**config.mk**
```make
export PLATFORM = sky130hd
export DESIGN_NAME = spm_seq_flat
export DESIGN_NICKNAME = d
export VERILOG_FILES = /design/src/rtl/spm_seq_if.sv /design/src/rtl/spm_seq.sv /design/src/flat_wrapper.sv
export SDC_FILE = /design/constraint.sdc
export NUM_CORES = 1
export LEC_CHECK = 0
export ABC_CLOCK_PERIOD_IN_PS = 6800
export CAP_MARGIN = 20
export CORE_MARGIN = 10
export CORE_UTILIZATION = 25
export DETAILED_ROUTE_END_ITERATION = 7
export PLACE_DENSITY = 0.47
export SLEW_MARGIN = 10
export SYNTH_ARGS = -nofsm -noshare
export SYNTH_HDL_FRONTEND = slang
export SYNTH_SLANG_ARGS = --single-unit
```
**constraint.sdc**
```tcl
create_clock -name i_clk -period 6.8 [get_ports i_clk]
set_clock_uncertainty 0.15 [all_clocks]
set_input_delay 1.02 -clock i_clk [delete_from_list [all_inputs] [get_ports i_clk]]
set_output_delay 1.02 -clock i_clk [all_outputs]
set_load 0.01 [all_outputs]
```
**src/rtl/spm_seq_if.sv**
```systemverilog
// rtl/spm_seq_if.sv - control, sample, result and engine signals of the spm_seq sequencer
interface spm_seq_if;
    logic [31:0] cfg_total;
    logic [31:0] cfg_interval;
    logic        start;
    logic        abort;
    logic        busy;
    logic        done;
    logic        err;
    logic [15:0] s_data;
    logic        s_valid;
    logic        s_ready;
    logic [15:0] res_min;
    logic [15:0] res_max;
    logic [15:0] res_index;
    logic        res_last;
    logic        res_valid;
    logic        res_ready;
    logic        eng_enable;
    logic        eng_clr;
    logic [15:0] eng_data_in;
    logic        eng_in_avail;
    logic        eng_in_ready;
    logic        eng_out_avail;
    logic [15:0] eng_data_out;
    logic        eng_out_ready;

    // sequencer side
    modport slave (
        input  cfg_total, cfg_interval, start, abort,
        input  s_data, s_valid, res_ready,
        input  eng_in_ready, eng_data_out, eng_out_ready,
        output busy, done, err, s_ready,
        output res_min, res_max, res_index, res_last, res_valid,
        output eng_enable, eng_clr, eng_data_in, eng_in_avail, eng_out_avail
    );

    // environment side: sample source, result sink and engine
    modport master (
        output cfg_total, cfg_interval, start, abort,
        output s_data, s_valid, res_ready,
        output eng_in_ready, eng_data_out, eng_out_ready,
        input  busy, done, err, s_ready,
        input  res_min, res_max, res_index, res_last, res_valid,
        input  eng_enable, eng_clr, eng_data_in, eng_in_avail, eng_out_avail
    );
endinterface

```
**src/rtl/spm_seq.sv**
```systemverilog
// rtl/spm_seq.sv - min/max engine sequencer; optional protocol checks under SPM_SEQ_CHECK_EN
module spm_seq #(
    parameter logic [15:0] SYNC_WORD = 16'hA55A
) (
    input  logic     i_clk,
    input  logic     i_rst,
    spm_seq_if.slave bus
);

    typedef enum logic [3:0] {
        S_IDLE, S_WAKE, S_GAP, S_HSTRB, S_HCHK, S_SWAIT,
        S_STRB, S_CHK, S_R0, S_R1, S_R2, S_OUT
    } state_t;

    state_t      r_state;
    logic [31:0] r_total;
    logic [31:0] r_interval;
    logic [31:0] r_tot_cnt;
    logic [31:0] r_int_cnt;
    logic [2:0]  r_hdr_idx;
    logic        r_busy;
    logic        r_done;
    logic        r_err;
    logic        r_s_ready;
    logic [15:0] r_res_min;
    logic [15:0] r_res_max;
    logic [15:0] r_res_index;
    logic        r_res_last;
    logic        r_res_valid;
    logic        r_eng_clr;
    logic [15:0] r_eng_data_in;
    logic        r_eng_in_avail;
    logic        r_eng_out_avail;

    logic        w_final;
    logic [15:0] w_hdr_next;
    logic        w_proto_fail;

    // a sample closes its interval when it is the last of the run or of the interval
    assign w_final = (r_tot_cnt == r_total - 32'd1) || (r_int_cnt == r_interval - 32'd1);

    // header word that follows the one currently indexed by r_hdr_idx
    always_comb begin
        w_hdr_next = 16'h0000;
        case (r_hdr_idx)
            3'd0:    w_hdr_next = r_total[15:0];
            3'd1:    w_hdr_next = r_total[31:16];
            3'd2:    w_hdr_next = r_interval[15:0];
            3'd3:    w_hdr_next = r_interval[31:16];
            default: w_hdr_next = 16'h0000;
        endcase
    end

`ifdef SPM_SEQ_CHECK_EN
    // engine handshake must match the word/readout being sequenced
    always_comb begin
        w_proto_fail = 1'b0;
        case (r_state)
            S_HCHK:     w_proto_fail = !bus.eng_in_ready;
            S_CHK:      w_proto_fail = w_final ? bus.eng_in_ready : !bus.eng_in_ready;
            S_R1, S_R2: w_proto_fail = !bus.eng_out_ready;
            default:    w_proto_fail = 1'b0;
        endcase
    end
`else
    logic w_unused_ready;
    assign w_unused_ready = bus.eng_in_ready ^ bus.eng_out_ready;
    assign w_proto_fail   = 1'b0;
`endif

    // main sequencer: header, sample metering, result readout and handshake
    always_ff @(posedge i_clk or posedge i_rst) begin
        if (i_rst) begin
            r_state         <= S_IDLE;
            r_total         <= '0;
            r_interval      <= '0;
            r_tot_cnt       <= '0;
            r_int_cnt       <= '0;
            r_hdr_idx       <= '0;
            r_busy          <= 1'b0;
            r_done          <= 1'b0;
            r_err           <= 1'b0;
            r_s_ready       <= 1'b0;
            r_res_min       <= '0;
            r_res_max       <= '0;
            r_res_index     <= '0;
            r_res_last      <= 1'b0;
            r_res_valid     <= 1'b0;
            r_eng_clr       <= 1'b0;
            r_eng_data_in   <= '0;
            r_eng_in_avail  <= 1'b0;
            r_eng_out_avail <= 1'b0;
        end else begin
            r_done    <= 1'b0;
            r_eng_clr <= 1'b0;
            if (bus.abort || w_proto_fail) begin
                // abort outranks everything, including a simultaneous start
                if (w_proto_fail) r_err <= 1'b1;
                r_eng_clr       <= 1'b1;
                r_state         <= S_IDLE;
                r_busy          <= 1'b0;
                r_res_valid     <= 1'b0;
                r_s_ready       <= 1'b0;
                r_eng_in_avail  <= 1'b0;
                r_eng_out_avail <= 1'b0;
            end else begin
                case (r_state)
                    S_IDLE: if (bus.start) begin
                        if (bus.cfg_total == 32'd0 || bus.cfg_interval == 32'd0) begin
                            r_err <= 1'b1;
                        end else begin
                            r_err          <= 1'b0;
                            r_total        <= bus.cfg_total;
                            r_interval     <= bus.cfg_interval;
                            r_tot_cnt      <= '0;
                            r_int_cnt      <= '0;
                            r_res_index    <= '0;
                            r_hdr_idx      <= '0;
                            r_busy         <= 1'b1;
                            r_eng_in_avail <= 1'b1;
                            r_state        <= S_WAKE;
                        end
                    end
                    S_WAKE: begin
                        r_eng_in_avail <= 1'b0;
                        r_state        <= S_GAP;
                    end
                    S_GAP: begin
                        r_eng_data_in  <= SYNC_WORD;
                        r_eng_in_avail <= 1'b1;
                        r_state        <= S_HSTRB;
                    end
                    S_HSTRB: begin
                        r_eng_in_avail <= 1'b0;
                        r_state        <= S_HCHK;
                    end
                    S_HCHK: begin
                        if (r_hdr_idx == 3'd5) begin
                            r_s_ready <= 1'b1;
                            r_state   <= S_SWAIT;
                        end else begin
                            r_hdr_idx      <= r_hdr_idx + 3'd1;
                            r_eng_data_in  <= w_hdr_next;
                            r_eng_in_avail <= 1'b1;
                            r_state        <= S_HSTRB;
                        end
                    end
                    S_SWAIT: if (bus.s_valid) begin
                        r_eng_data_in  <= bus.s_data;
                        r_eng_in_avail <= 1'b1;
                        r_s_ready      <= 1'b0;
                        r_state        <= S_STRB;
                    end
                    S_STRB: begin
                        r_eng_in_avail <= 1'b0;
                        r_state        <= S_CHK;
                    end
                    S_CHK: begin
                        r_tot_cnt <= r_tot_cnt + 32'd1;
                        if (w_final) begin
                            r_int_cnt       <= '0;
                            r_eng_out_avail <= 1'b1;
                            r_state         <= S_R0;
                        end else begin
                            r_int_cnt <= r_int_cnt + 32'd1;
                            r_s_ready <= 1'b1;
                            r_state   <= S_SWAIT;
                        end
                    end
                    S_R0: r_state <= S_R1;
                    S_R1: begin
                        r_res_min <= bus.eng_data_out;
                        r_state   <= S_R2;
                    end
                    S_R2: begin
                        r_res_max       <= bus.eng_data_out;
                        r_eng_out_avail <= 1'b0;
                        r_res_valid     <= 1'b1;
                        r_res_last      <= (r_tot_cnt == r_total);
                        r_state         <= S_OUT;
                    end
                    S_OUT: if (bus.res_ready) begin
                        r_res_valid <= 1'b0;
                        r_res_index <= r_res_index + 16'd1;
                        if (r_res_last) begin
                            r_done  <= 1'b1;
                            r_busy  <= 1'b0;
                            r_state <= S_IDLE;
                        end else begin
                            r_s_ready <= 1'b1;
                            r_state   <= S_SWAIT;
                        end
                    end
                    default: r_state <= S_IDLE;
                endcase
            end
        end
    end

    assign bus.busy          = r_busy;
    assign bus.done          = r_done;
    assign bus.err           = r_err;
    assign bus.s_ready       = r_s_ready;
    assign bus.res_min       = r_res_min;
    assign bus.res_max       = r_res_max;
    assign bus.res_index     = r_res_index;
    assign bus.res_last      = r_res_last;
    assign bus.res_valid     = r_res_valid;
    assign bus.eng_enable    = r_busy;
    assign bus.eng_clr       = r_eng_clr;
    assign bus.eng_data_in   = r_eng_data_in;
    assign bus.eng_in_avail  = r_eng_in_avail;
    assign bus.eng_out_avail = r_eng_out_avail;

endmodule

```
**src/flat_wrapper.sv**
```systemverilog
// flat-port wrapper written by rule: the top's interface ports become plain ports
module spm_seq_flat 
#(
    parameter logic [15:0] SYNC_WORD = 16'hA55A
)
  (i_clk, i_rst, bus_cfg_total, bus_cfg_interval, bus_start, bus_abort, bus_s_data, bus_s_valid, bus_res_ready, bus_eng_in_ready, bus_eng_data_out, bus_eng_out_ready, bus_busy, bus_done, bus_err, bus_s_ready, bus_res_min, bus_res_max, bus_res_index, bus_res_last, bus_res_valid, bus_eng_enable, bus_eng_clr, bus_eng_data_in, bus_eng_in_avail, bus_eng_out_avail);
  spm_seq_if bus_i ();
  input  logic i_clk;
  input  logic i_rst;
  input wire logic [$bits(bus_i.cfg_total)-1:0] bus_cfg_total;
  input wire logic [$bits(bus_i.cfg_interval)-1:0] bus_cfg_interval;
  input wire logic [$bits(bus_i.start)-1:0] bus_start;
  input wire logic [$bits(bus_i.abort)-1:0] bus_abort;
  input wire logic [$bits(bus_i.s_data)-1:0] bus_s_data;
  input wire logic [$bits(bus_i.s_valid)-1:0] bus_s_valid;
  input wire logic [$bits(bus_i.res_ready)-1:0] bus_res_ready;
  input wire logic [$bits(bus_i.eng_in_ready)-1:0] bus_eng_in_ready;
  input wire logic [$bits(bus_i.eng_data_out)-1:0] bus_eng_data_out;
  input wire logic [$bits(bus_i.eng_out_ready)-1:0] bus_eng_out_ready;
  output wire logic [$bits(bus_i.busy)-1:0] bus_busy;
  output wire logic [$bits(bus_i.done)-1:0] bus_done;
  output wire logic [$bits(bus_i.err)-1:0] bus_err;
  output wire logic [$bits(bus_i.s_ready)-1:0] bus_s_ready;
  output wire logic [$bits(bus_i.res_min)-1:0] bus_res_min;
  output wire logic [$bits(bus_i.res_max)-1:0] bus_res_max;
  output wire logic [$bits(bus_i.res_index)-1:0] bus_res_index;
  output wire logic [$bits(bus_i.res_last)-1:0] bus_res_last;
  output wire logic [$bits(bus_i.res_valid)-1:0] bus_res_valid;
  output wire logic [$bits(bus_i.eng_enable)-1:0] bus_eng_enable;
  output wire logic [$bits(bus_i.eng_clr)-1:0] bus_eng_clr;
  output wire logic [$bits(bus_i.eng_data_in)-1:0] bus_eng_data_in;
  output wire logic [$bits(bus_i.eng_in_avail)-1:0] bus_eng_in_avail;
  output wire logic [$bits(bus_i.eng_out_avail)-1:0] bus_eng_out_avail;
  assign bus_i.cfg_total = bus_cfg_total;
  assign bus_i.cfg_interval = bus_cfg_interval;
  assign bus_i.start = bus_start;
  assign bus_i.abort = bus_abort;
  assign bus_i.s_data = bus_s_data;
  assign bus_i.s_valid = bus_s_valid;
  assign bus_i.res_ready = bus_res_ready;
  assign bus_i.eng_in_ready = bus_eng_in_ready;
  assign bus_i.eng_data_out = bus_eng_data_out;
  assign bus_i.eng_out_ready = bus_eng_out_ready;
  assign bus_busy = bus_i.busy;
  assign bus_done = bus_i.done;
  assign bus_err = bus_i.err;
  assign bus_s_ready = bus_i.s_ready;
  assign bus_res_min = bus_i.res_min;
  assign bus_res_max = bus_i.res_max;
  assign bus_res_index = bus_i.res_index;
  assign bus_res_last = bus_i.res_last;
  assign bus_res_valid = bus_i.res_valid;
  assign bus_eng_enable = bus_i.eng_enable;
  assign bus_eng_clr = bus_i.eng_clr;
  assign bus_eng_data_in = bus_i.eng_data_in;
  assign bus_eng_in_avail = bus_i.eng_in_avail;
  assign bus_eng_out_avail = bus_i.eng_out_avail;
  spm_seq #(.SYNC_WORD(SYNC_WORD)) u_core (.i_clk(i_clk), .i_rst(i_rst), .bus(bus_i));
endmodule
```
[Yosys cells after proc, flatten, opt, wreduce, memory -nomap -nowiden]
Index checks and enable logic that the tools add are counted.
Widths: inputs -> output; s select.
Storage, ports and cells
  flip-flop bits (word level): 208
  input port bits: 104
  output and inout port bits: 74
Cells by class
  add/sub/neg operators: 6
  equality and inequality tests: 33
  multiplexer cells: 55
  bitwise logic cells: 2
  reductions and logical operators: 30
Operators by type and width (count)
  $pmux 32 s2: 2
  $eq 32x32->1: 3
  $mux 32: 3
  $mux 16: 5
  $add 32x1->32 const B: 2
  $logic_not 32->1: 2
  $pmux 16 s4: 1
  $sub 32x1->32 const B: 2
  $pmux 16 s3: 1
  $pmux 4 s12: 1
  $pmux 16 s2: 1
  $mux 1: 24
  $mux 4: 6
  $ne 3x3->1 const B: 7
  $reduce_and 5->1: 4
  $add 16x1->16 const B: 1
  $eq 4x3->1 const B: 4
  $eq 4x4->1 const B: 4
  $reduce_and 4->1: 4
  $mux 3: 5
  $reduce_bool 3->1: 4
  $ne 2x2->1 const B: 5
  $ne 3x2->1 const B: 3
  $eq 4x2->1 const B: 2
  other kinds (20): 30

[Depth between registers and ports, before layout]
Gate-level depths: netlist (run 1).
  word-level depth: 6
  mapped depth: 13

[Least setup slack after synthesis (run 1)]
No wires, ideal clock.
  kind: reg-to-reg
  start: reg u_core.r_total[0]
  end: reg u_core.r_int_cnt[15]
  setup time: 0.119 ns
  data arrival time: 3.037 ns
  data required time: 6.531 ns
  setup slack: 3.494 ns
  cell stages (with the launch flop): 13
  period minus slack after synthesis: 3.306 ns
  cells stage by stage: dfrtp_1 > inv_1 > ha_1 > or3b_2 > or3_1 > a221oi_1 > o2111ai_1 > nor4_1 > o2111ai_1 > o32a_4 > a21oi_4 > buf_6 > nor2_1
On the way
  longest elaborated chain between the ends: 5
RTL lines
  from (decl): line spm_seq.sv:16  | logic [31:0] r_total;
  from (signal assigned): line spm_seq.sv:113  | r_total <= bus.cfg_total;
  $sub 32x1->32: line spm_seq.sv:40  | assign w_final = (r_tot_cnt == r_total - 32'd1) || (r_int_cnt == r_interval - 32'd1);
  $eq 32x32->1: line spm_seq.sv:40
  $logic_or 1x1->1: line spm_seq.sv:40
  $mux 32: line spm_seq.sv:160  | if (w_final) begin
  $pmux 32 s2: line spm_seq.sv:107  | case (r_state)
  to (signal assigned): line spm_seq.sv:165  | r_int_cnt <= r_int_cnt + 32'd1;
  to (decl): line spm_seq.sv:19  | logic [31:0] r_int_cnt;
No other way between the ends.
A chain may end at the register's enable or synchronous reset.

[Final worst setup path (run 1)]
  start: reg u_core.r_state[0]
  end: reg u_core.r_tot_cnt[26]
On the way
  longest elaborated chain between the ends: 3
RTL lines
  from (decl): line spm_seq.sv:15  | state_t r_state;
  from (signal assigned): line spm_seq.sv:74  | r_state <= S_IDLE;
  from (signal assigned): line spm_seq.sv:100  | r_state <= S_IDLE;
  from (signal assigned): line spm_seq.sv:121  | r_state <= S_WAKE;
  $logic_not 4->1 / $eq 4x3->1 (equally long branches): line spm_seq.sv:107
  $ne 2x2->1 (no source line) / $reduce_bool 2->1 (equally long branches)
  $reduce_and 4->1 (no source line)
  to (signal assigned): line spm_seq.sv:159  | r_tot_cnt <= r_tot_cnt + 32'd1;
  to (decl): line spm_seq.sv:18  | logic [31:0] r_tot_cnt;
Parallel ways exist; a longest one is shown, timed or not.

==> results of run 1 <==
## stage by stage
| stage | cells | hold WS [ns] |
|---|---|---|
| 6_report | 2161 | 0.332 |
| 5_1_grt | 2161 | 0.365 |
| 4_1_cts | 2160 | 0.336 |
| 3_5_place_dp | 2112 | 0.322 |
| 3_3_place_gp | 2112 | 0.315 |
| 2_1_floorplan | 1395 | 0.338 |
## placed cells by master, fill, tap and decap left out, drive strengths merged, types with 8 or more instances in the layout
cell type      count
nand2            280
dfrtp            208
clkdlybuf4s50    175
nor2             116
xnor2             72
xor2              70
o21ai             48
nor3              45
a21oi             44
clkbuf            41
nand3             40
nor4              39
a22oi             35
mux2              35
nand4             31
inv               23
or3               16
and4              16
and3              16
nor2b             16
nand2b            12
a221oi            11
buf               11
a31oi             10
ha                10
or4                9
mux2i              8
## worst register-to-register path: stages, from the launching register on
cell     delay [ns]
dfrtp_1        0.36
buf_4          0.23
nor4_2         0.61
and3b_1        0.39
o221a_4        0.66
buf_4          0.70
nor2_1         0.12
buf_4          0.21
nor4_1         0.49
nand2_1        0.27
or3_1          0.41
a21oi_1        0.14
## cells by family (layout without fill, tap and decap cells)
kind of cell / count (synthesis) / after routing
simple gates: 672 / 672
compound gates: 213 / 213
flops: 208 / 208
xor+xnor: 142 / 142
buf+inv: 107 / 258
mux: 43 / 43
fa+ha+maj: 10 / 10
## final timing paths
path	depth (start not counted)	from	end
hold reg to reg	2	u_core.bus.eng_data_in[8]$_DFFE_PP0P_	u_core.bus.eng_data_in[8]$_DFFE_PP0P_
min in group asynchronous	2	i_rst	u_core.r_total[7]$_DFFE_PP0P_
max in group asynchronous	3	i_rst	u_core.bus.err$_DFFE_PP0P_
hold / removal	2	u_core.bus.eng_data_in[8]$_DFFE_PP0P_	u_core.bus.eng_data_in[8]$_DFFE_PP0P_
setup / recovery	11	u_core.r_state[0]$_DFFE_PP0P_	u_core.r_tot_cnt[26]$_DFFE_PP0P_
setup reg to reg	11	u_core.r_state[0]$_DFFE_PP0P_	u_core.r_tot_cnt[26]$_DFFE_PP0P_
## flip-flops by register name, indices dropped and copies added, names as in the netlist
register                  count
u_core.bus.res_valid          1
u_core.bus.eng_in_avail       1
u_core.r_tot_cnt             32
u_core.bus.done               1
u_core.r_state                4
u_core.bus.eng_data_in       16
u_core.bus.eng_out_avail      1
u_core.bus.res_last           1
u_core.bus.eng_clr            1
u_core.bus.res_index         16
u_core.bus.res_max           16
u_core.bus.s_ready            1
u_core.bus.err                1
u_core.bus.busy               1
u_core.r_total               32
u_core.r_hdr_idx              3
u_core.bus.res_min           16
u_core.r_int_cnt             32
u_core.r_interval            32
## power breakdown
part	internal (uW)	switching [uW]
sequential	1480	545
clock	904	560
combinational	780	1020
## area by class of cell
type	instances	area share, %
clock buffers	41	5.12
clock inverters	7	0.716
multi-input cells	1080	42.7
repair buffers	186	12.0
flip-flops and latches	208	33.8
inverters	24	0.610
well taps	615	5.00
## routing by layer
metal	GRT usage [%]	share of wire [%]	up-vias
li1	-	-	5170
met2	21.2	42	340
met3	4.63	9.0	67
met1	20.4	47	5289
met4	3.37	2.0	14
met5	0	0.22	-
## cell usage after synthesis, drive strengths merged (7+ instances only)
master  count
nor2      116
ha         10
a22oi      35
a31oi      10
or3        16
o31ai       7
clkbuf     73
a221oi     11
xnor2      72
buf        10
and4       16
mux2       35
inv        24
dfrtp     208
or4         9
nor2b      16
nand3      40
nor3b       7
nand2     280
o211ai      7
xor2       70
a21oi      44
nor3       45
nand2b     12
and3       16
nor4       39
mux2i       8
nand4      31
o21ai      48
==> reports/metrics.cfg, run 1 <==
[synth]
yosysSeqAreaShare_pct=42.7
synthMuxAreaShare_pct=3.89
synth-seq-cells=208
synth.distinct_cells=71
netlist.top_cell.by_area=dfrtp_1
synth_edf_count=0
synthTopCellsByArea=dfrtp_1, nand2_1, xnor2_1
syn-cell-area_um2=12200
synth-compound-area-share_pct=11.9
syn_avg_cell_area_um2=8.73
synth_ff_type=dfrtp_1
synthSimpleGateAreaFrac_pct=26.7
synth_top_cell_area_share_pct=42.7
synthesis.nets=1509
synthXorXnorAreaFrac_pct=10.2
synth_top_family_by_area=simple AND/OR/NAND/NOR gates
yosys_warnings=0
postSynthCellCount=1395
async_flop_share_pct=100
synthAdderAreaFrac_pct=1.03

[pwr]
p_leak_uw=0.00639
total_power_uw=5290
cellPowerDensity_nw_per_um2=344
peakVddDrop_v=0.000184

[floorplan]
num_rows=80
io_pins=178
core_um2=47900
die_w_um=241
dieArea_um2=57900
die_height_um=241
initial_utilization_pct=25.4

[clock_tree]
clock_path_buffers=3
cts_root_buffer=clkbuf_16
clkTransAtPathRegs_ns=0.06
cts.sinks=208
post_cts_resized=0
cts_hold_buf=0
cts_max_level=1
cts_tree=built
clk_latency_ns=0.56
post_cts_buffers=0
cts_buffers=27

[detailed_routing]
via_per_inst=5.03
drcViolationCount=0
wl_per_cell_um=19.7
drt-initial-drc-count=703
wl_um=42600
vias=10880
drt-pass1-iter-count=5
ant_nets=0

[worst_setup_path]
path_class=reg2reg
cp_max_fo=60
critPathSlowestCell=buf_4
crit_top_cell=buf_4
crit_required_ns=7.11
start_kind=flop
ff2ff_setup_slack_ns=1.93
critPathTopFamily=simple AND/OR/NAND/NOR gates
cp_num_buf_inv=3
arrival_ns=5.17
end_kind=flop
max_stage_delay_ns=0.69
cp_cell_sequence=buf_4 -> nor4_2 -> and3b_1 -> o221a_4 -> buf_4 -> nor2_1 -> buf_4 -> nor4_1 -> nand2_1 -> or3_1 -> a21oi_1

[layout]
n_antenna_cell=0
multi_input_area_um2=6570
fillers=5018
syn_to_final_growth_pct=26.3
seqCellArea_um2=5200
layout-drive-gt1-share_pct=6.92
design_area_um2=15400
layout.nets=1641
utilization_pct=32.1

[timing]
slew_headroom_pct=27.7
worst_slack_ns=1.93
slew_viol_final=0
worst_pin_slew_ns=1.08
final.min_clock_period_ns=4.87
finalSetupTns_ns=0
period_share_pct=71.6
setup_viol=0
rsz0062_at_grt=no
max_freq_mhz=206
finalHoldViolCount=0

[global_route]
grt-ovfl-total=0
grt_first_pass_wirelength_um=66000
grt_max_degree=122
grt_use_total_pct=14.5
grt_pass1_vias=10808
antenna_found_initial=7

[worst_hold_path]
worstHoldPathType=reg2reg

[placement]
gp_congestion=0.902
place_area_um2=14500
io_buffers=175
dp_slack_ns=1.39
dp_hpwl_um=32000

[status]
status=completed

[flow_run]
drv_cap=0

(Power assumes the default switching activity.)
==> run 2, diff against run 1 <==
--- a/config.mk
+++ b/config.mk
@@ -5,12 +5,12 @@
 export SDC_FILE = /design/constraint.sdc
 export NUM_CORES = 1
 export LEC_CHECK = 0
-export ABC_CLOCK_PERIOD_IN_PS = 6800
+export ABC_CLOCK_PERIOD_IN_PS = 5000
 export CAP_MARGIN = 20
 export CORE_MARGIN = 10
 export CORE_UTILIZATION = 25
 export DETAILED_ROUTE_END_ITERATION = 7
-export PLACE_DENSITY = 0.47
+export PLACE_DENSITY = 0.46
 export SLEW_MARGIN = 10
 export SYNTH_ARGS = -nofsm -noshare
 export SYNTH_HDL_FRONTEND = slang
==> constraint.sdc (replaced) <==
create_clock -name i_clk -period 5 [get_ports i_clk]
set_clock_uncertainty 0.15 [all_clocks]
set_input_delay 0.75 -clock i_clk [delete_from_list [all_inputs] [get_ports i_clk]]
set_output_delay 0.75 -clock i_clk [all_outputs]
set_load 0.01 [all_outputs]
==> reports/metrics.cfg, run 2 (synthesis gave the netlist of run 1 again) <==
[detailed_routing]
drt-initial-drc-count=888  ; was 703
wl_um=43300  ; was 42600 um
drt-pass1-iter-count=7  ; was 5
vias=10888  ; was 10880
via_per_inst=5.00  ; was 5.03
drcViolationCount=0  ; unchanged
ant_nets=0  ; unchanged
wl_per_cell_um=19.9  ; was 19.7 um

[pwr]
cellPowerDensity_nw_per_um2=470  ; was 344 nW/um^2
total_power_uw=7300  ; was 5290 uW
p_leak_uw=0.00647  ; was 0.00639 uW
peakVddDrop_v=0.000244  ; was 0.000184 V

[floorplan]
num_rows=80  ; unchanged
io_pins=178  ; unchanged
initial_utilization_pct=25.4  ; unchanged
dieArea_um2=57900  ; unchanged
die_height_um=241  ; unchanged
core_um2=47900  ; unchanged
die_w_um=241  ; unchanged

[global_route]
grt_max_degree=111  ; was 122
antenna_found_initial=6  ; was 7
grt_first_pass_wirelength_um=66800  ; was 66000 um
grt_use_total_pct=14.8  ; was 14.5%
grt_pass1_vias=10903  ; was 10808
grt-ovfl-total=0  ; unchanged

[layout]
design_area_um2=15500  ; was 15400 um^2
final_cells=2176  ; was 2161
layout.nets=1653  ; was 1641
layout-drive-gt1-share_pct=8.20  ; was 6.92%
final_common_cell=nand2_1  ; unchanged
n_antenna_cell=0  ; unchanged
syn_to_final_growth_pct=27.6  ; was 26.3%
final_cell_mix=nand2_1, dfrtp_1, clkdlybuf4s50_1, nor2_1, xnor2_1  ; unchanged

[worst_setup_path]
end_kind=flop  ; unchanged
cp_max_fo=28  ; was 60
arrival_ns=4.43  ; was 5.17 ns
path_class=reg2reg  ; unchanged
cp-startpoint=u_core.r_total[0]$_DFFE_PP0P_  ; was u_core.r_state[0]$_DFFE_PP0P_
start_kind=flop  ; unchanged
crit_required_ns=5.27  ; was 7.11 ns
worstReg2RegStart=u_core.r_total[0]$_DFFE_PP0P_  ; was u_core.r_state[0]$_DFFE_PP0P_

[timing]
finalSetupTns_ns=0  ; unchanged
rsz0062_at_grt=no  ; unchanged
setup_viol=0  ; unchanged
period_share_pct=83.1  ; was 71.6%
max_freq_mhz=241  ; was 206 MHz
slew_headroom_pct=28.3  ; was 27.7%
final.min_clock_period_ns=4.16  ; was 4.87 ns
finalHoldViolCount=0  ; unchanged
worst_pin_slew_ns=1.07  ; was 1.08 ns
slew_viol_final=0  ; unchanged

[clock_tree]
cts.sinks=208  ; unchanged
cts_root_buffer=clkbuf_16  ; unchanged
post_cts_buffers=0  ; unchanged
cts_tree=built  ; unchanged
cts_hold_buf=0  ; unchanged
cts_buffers=28  ; was 27
cts_max_level=1  ; unchanged
clk_latency_ns=0.56  ; about the same
clock_path_buffers=3  ; unchanged
clkTransAtPathRegs_ns=0.06  ; about the same
post_cts_resized=0  ; unchanged

[status]
status=completed  ; unchanged

[worst_hold_path]
worstHoldPathType=reg2reg  ; unchanged
hp-start=u_core.bus.eng_data_in[12]$_DFFE_PP0P_  ; was u_core.bus.eng_data_in[8]$_DFFE_PP0P_

[flow_run]
drv_cap=0  ; unchanged

[placement]
dp_hpwl_um=32300  ; was 32000 um
place_area_um2=14600  ; was 14500 um^2
io_buffers=175  ; unchanged
gp_congestion=0.878  ; was 0.902
dp.cells=2124  ; was 2112

## run 2: cell type report
class                      instances  area, um^2
tap                              615         769
inverter                          24        93.8
clock buffer                      34         785
multi-input combinational       1080        6570
sequential                       208        5200
fill                            4991       32400
timing repair buffer             197        1940
clock inverter                    18         171
## run 2: worst max-delay path, cell delays in order (launching register included)
cell	delay [ns]
dfrtp_1	0.47
inv_1	0.11
ha_1	0.23
nor4b_1	0.56
nand4_1	0.35
nor4_1	0.37
o22ai_1	0.12
nor4_1	0.35
o2111ai_1	0.30
o32a_4	0.43
a21oi_4	0.15
buf_4	0.32
nor2_1	0.09
## run 2: final timing paths
path / endpoint / slack (ns) / cells past startpoint
min in group asynchronous: u_core.r_total[12]$_DFFE_PP0P_ / 0.56 / 3
setup / recovery: u_core.r_int_cnt[6]$_DFFE_PP0P_ / 0.84 / 12
setup reg to reg: u_core.r_int_cnt[6]$_DFFE_PP0P_ / 0.84 / 12
max in group asynchronous: u_core.bus.res_max[8]$_DFFE_PP0P_ / 3.55 / 3
hold / removal: u_core.bus.eng_data_in[12]$_DFFE_PP0P_ / 0.33 / 2
hold reg to reg: u_core.bus.eng_data_in[12]$_DFFE_PP0P_ / 0.33 / 2
## run 2: layer usage
metal / track usage (%) / share of wire [%] / vias up
met2: 21.0 / 41 / 383
li1: - / - / 5201
met4: 3.70 / 2.3 / 12
met3: 4.70 / 9.2 / 65
met5: 0 / 0.20 / -
met1: 21.1 / 48 / 5227
## run 2: per-stage QoR
step | utilization (%) | hold WS (ns) | setup WS [ns]
6_report | 32.4 | 0.327 | 0.843
5_1_grt | 32.4 | 0.351 | 0.521
4_1_cts | 32.4 | 0.335 | 0.903
3_5_place_dp | 30.4 | 0.321 | 0.899
3_3_place_gp | 30.4 | 0.313 | 0.914
2_1_floorplan | - | 0.338 | 1.40
## run 2: where the power goes
group / switching [uW] / internal (uW)
clock network: 837 / 1220
logic: 1410 / 1090
registers: 712 / 2020
==> run 3, diff against run 2 <==
--- a/config.mk
+++ b/config.mk
@@ -5,7 +5,7 @@
 export SDC_FILE = /design/constraint.sdc
 export NUM_CORES = 1
 export LEC_CHECK = 0
-export ABC_CLOCK_PERIOD_IN_PS = 5000
+export ABC_CLOCK_PERIOD_IN_PS = 4200
 export CAP_MARGIN = 20
 export CORE_MARGIN = 10
 export CORE_UTILIZATION = 25
==> constraint.sdc (replaced) <==
create_clock -name i_clk -period 4.2 [get_ports i_clk]
set_clock_uncertainty 0.15 [all_clocks]
set_input_delay 0.63 -clock i_clk [delete_from_list [all_inputs] [get_ports i_clk]]
set_output_delay 0.63 -clock i_clk [all_outputs]
set_load 0.01 [all_outputs]
==> reports/metrics.cfg, run 3 (synthesis gave the netlist of run 1 again) <==
[worst_hold_path]
worstHoldPathType=reg2reg  ; unchanged
min_delay_worst_endpoint=u_core.bus.eng_data_in[11]$_DFFE_PP0P_  ; was u_core.bus.eng_data_in[12]$_DFFE_PP0P_
min_path_cells=2  ; unchanged
hp-start=u_core.bus.eng_data_in[11]$_DFFE_PP0P_  ; was u_core.bus.eng_data_in[12]$_DFFE_PP0P_

[layout]
final_common_cell=nand2_1  ; unchanged
layout-drive-gt1-share_pct=9.78  ; was 8.20%
final_cell_mix=nand2_1, dfrtp_1, clkdlybuf4s50_1, nor2_1, xnor2_1  ; unchanged
syn_to_final_growth_pct=29.0  ; was 27.6%
layout.nets=1678  ; was 1653
fillers=5011  ; was 4991
n_antenna_cell=0  ; unchanged

[timing]
slew_viol_final=0  ; unchanged
holdWs_ns=0.327  ; about the same
finalSetupTns_ns=0  ; unchanged
slew_headroom_pct=50.7  ; was 28.3%
finalHoldViolCount=0  ; unchanged
max_freq_mhz=264  ; was 241 MHz
final.min_clock_period_ns=3.79  ; was 4.16 ns
period_share_pct=90.2  ; was 83.1%
rsz0062_at_grt=no  ; unchanged
setup_viol=0  ; unchanged
worst_pin_slew_ns=0.740  ; was 1.07 ns

[detailed_routing]
wl_um=43400  ; was 43300 um
via_per_inst=5.03  ; was 5.00
vias=11058  ; was 10888
drcViolationCount=0  ; unchanged
wl_per_cell_um=19.7  ; was 19.9 um
drt-initial-drc-count=1029  ; was 888
ant_nets=0  ; unchanged
drt-pass1-iter-count=5  ; was 7

[pwr]
p_leak_uw=0.00660  ; was 0.00647 uW
peakVddDrop_v=0.000310  ; was 0.000244 V
cellPowerDensity_nw_per_um2=554  ; was 470 nW/um^2
total_power_uw=8710  ; was 7300 uW

[clock_tree]
clock_path_buffers=3  ; unchanged
cts_buffers=27  ; was 28
cts_hold_buf=0  ; unchanged
cts.sinks=208  ; unchanged
clkTransAtPathRegs_ns=0.06  ; about the same
clk_latency_ns=0.55  ; was 0.56 ns
cts_root_buffer=clkbuf_16  ; unchanged
cts_tree=built  ; unchanged
cts_max_level=1  ; unchanged

[worst_setup_path]
end_kind=flop  ; unchanged
path_class=reg2reg  ; unchanged
worstReg2RegStart=u_core.r_interval[0]$_DFFE_PP0P_  ; was u_core.r_total[0]$_DFFE_PP0P_
start_kind=flop  ; unchanged
arrival_ns=4.07  ; was 4.43 ns
reg2reg_depth=13  ; was 12
ff2ff_setup_slack_ns=0.41  ; was 0.84 ns
cp_max_fo=28  ; unchanged
crit_required_ns=4.48  ; was 5.27 ns
r2r_end=u_core.r_int_cnt[9]$_DFFE_PP0P_  ; was u_core.r_int_cnt[6]$_DFFE_PP0P_

[global_route]
grt_max_degree=71  ; was 111
antenna_found_initial=5  ; was 6
grt-ovfl-total=0  ; unchanged
grt_pass1_vias=11043  ; was 10903
grt_use_total_pct=14.8  ; about the same
grt_first_pass_wirelength_um=67100  ; was 66800 um

[floorplan]
num_rows=80  ; unchanged
die_height_um=241  ; unchanged
dieArea_um2=57900  ; unchanged
die_w_um=241  ; unchanged
io_pins=178  ; unchanged
initial_utilization_pct=25.4  ; unchanged
core_um2=47900  ; unchanged

[placement]
io_buffers=175  ; unchanged
gp_congestion=0.898  ; was 0.878
dp_hpwl_um=32800  ; was 32300 um

[status]
status=completed  ; unchanged

[flow_run]
drv_cap=0  ; unchanged

==> run 3: worst max-delay path by stage <==
stage                                                 from                               end  depth (start not counted)
after CTS                    u_core.r_total[1]$_DFFE_PP0P_   u_core.r_int_cnt[9]$_DFFE_PP0P_                         12
after global placement       u_core.r_total[1]$_DFFE_PP0P_  u_core.r_int_cnt[10]$_DFFE_PP0P_                         12
after floorplan                                      i_rst       u_core.bus.busy$_DFFE_PP0P_                          1
after global routing         u_core.r_total[1]$_DFFE_PP0P_   u_core.r_int_cnt[0]$_DFFE_PP0P_                         12
final                     u_core.r_interval[0]$_DFFE_PP0P_   u_core.r_int_cnt[9]$_DFFE_PP0P_                         13
after detailed placement     u_core.r_total[1]$_DFFE_PP0P_   u_core.r_int_cnt[9]$_DFFE_PP0P_                         12
==> run 3: power breakdown <==
part           internal, uW  switching, uW  leakage, uW
sequential             2400            760      0.00277
clock                  1420            938     0.000461
combinational          1400           1800      0.00337
==> run 3: timing repair <==
item / CTS / global route
resized for setup: 0 / 2
buffers inserted: 0 / 0
setup endpoints to repair: 0 / 3
==> run 3: routing by layer <==
metal  global-route usage [%]  up-vias  wire length [um]
met3                     4.35       64              3940
met1                     21.0     5375             20700
li1                         -     5262                 -
met4                     3.78       10              1060
met2                     21.5      347             17700
met5                        0        -                64
==> run 3: area by class of cell <==
type	count	area, um^2	share of cell area, %
Tap cell	615	769	4.90
Inverter	24	93.8	0.597
Clock inverter	20	193	1.23
Clock buffer	30	717	4.56
Timing Repair Buffer	223	2150	13.7
Multi-Input combinational cell	1080	6580	41.9
Sequential cell	208	5200	33.1
==> run 3: critical path, stage by stage (launching register included) <==
cell	delay, ns
dfrtp_1	0.46
inv_1	0.14
ha_1	0.19
nor4b_1	0.27
buf_4	0.19
and3_1	0.27
nand4_1	0.20
mux2i_1	0.18
nor4_1	0.43
o2111ai_1	0.38
o32a_4	0.36
a21oi_4	0.18
buf_12	0.19
nor2_1	0.07
==> run 3: per-stage QoR <==
stage / setup slack, ns / std cells / area (um^2) / utilization, %
after floorplan: 0.720 / 1395 / 12200 / -
after global placement: 0.373 / 2150 / 14800 / 30.8
after CTS: 0.356 / 2200 / 15700 / 32.7
final: 0.413 / 2200 / 15700 / 32.8
after global routing: 0.112 / 2200 / 15700 / 32.8
after detailed placement: 0.355 / 2150 / 14800 / 30.8
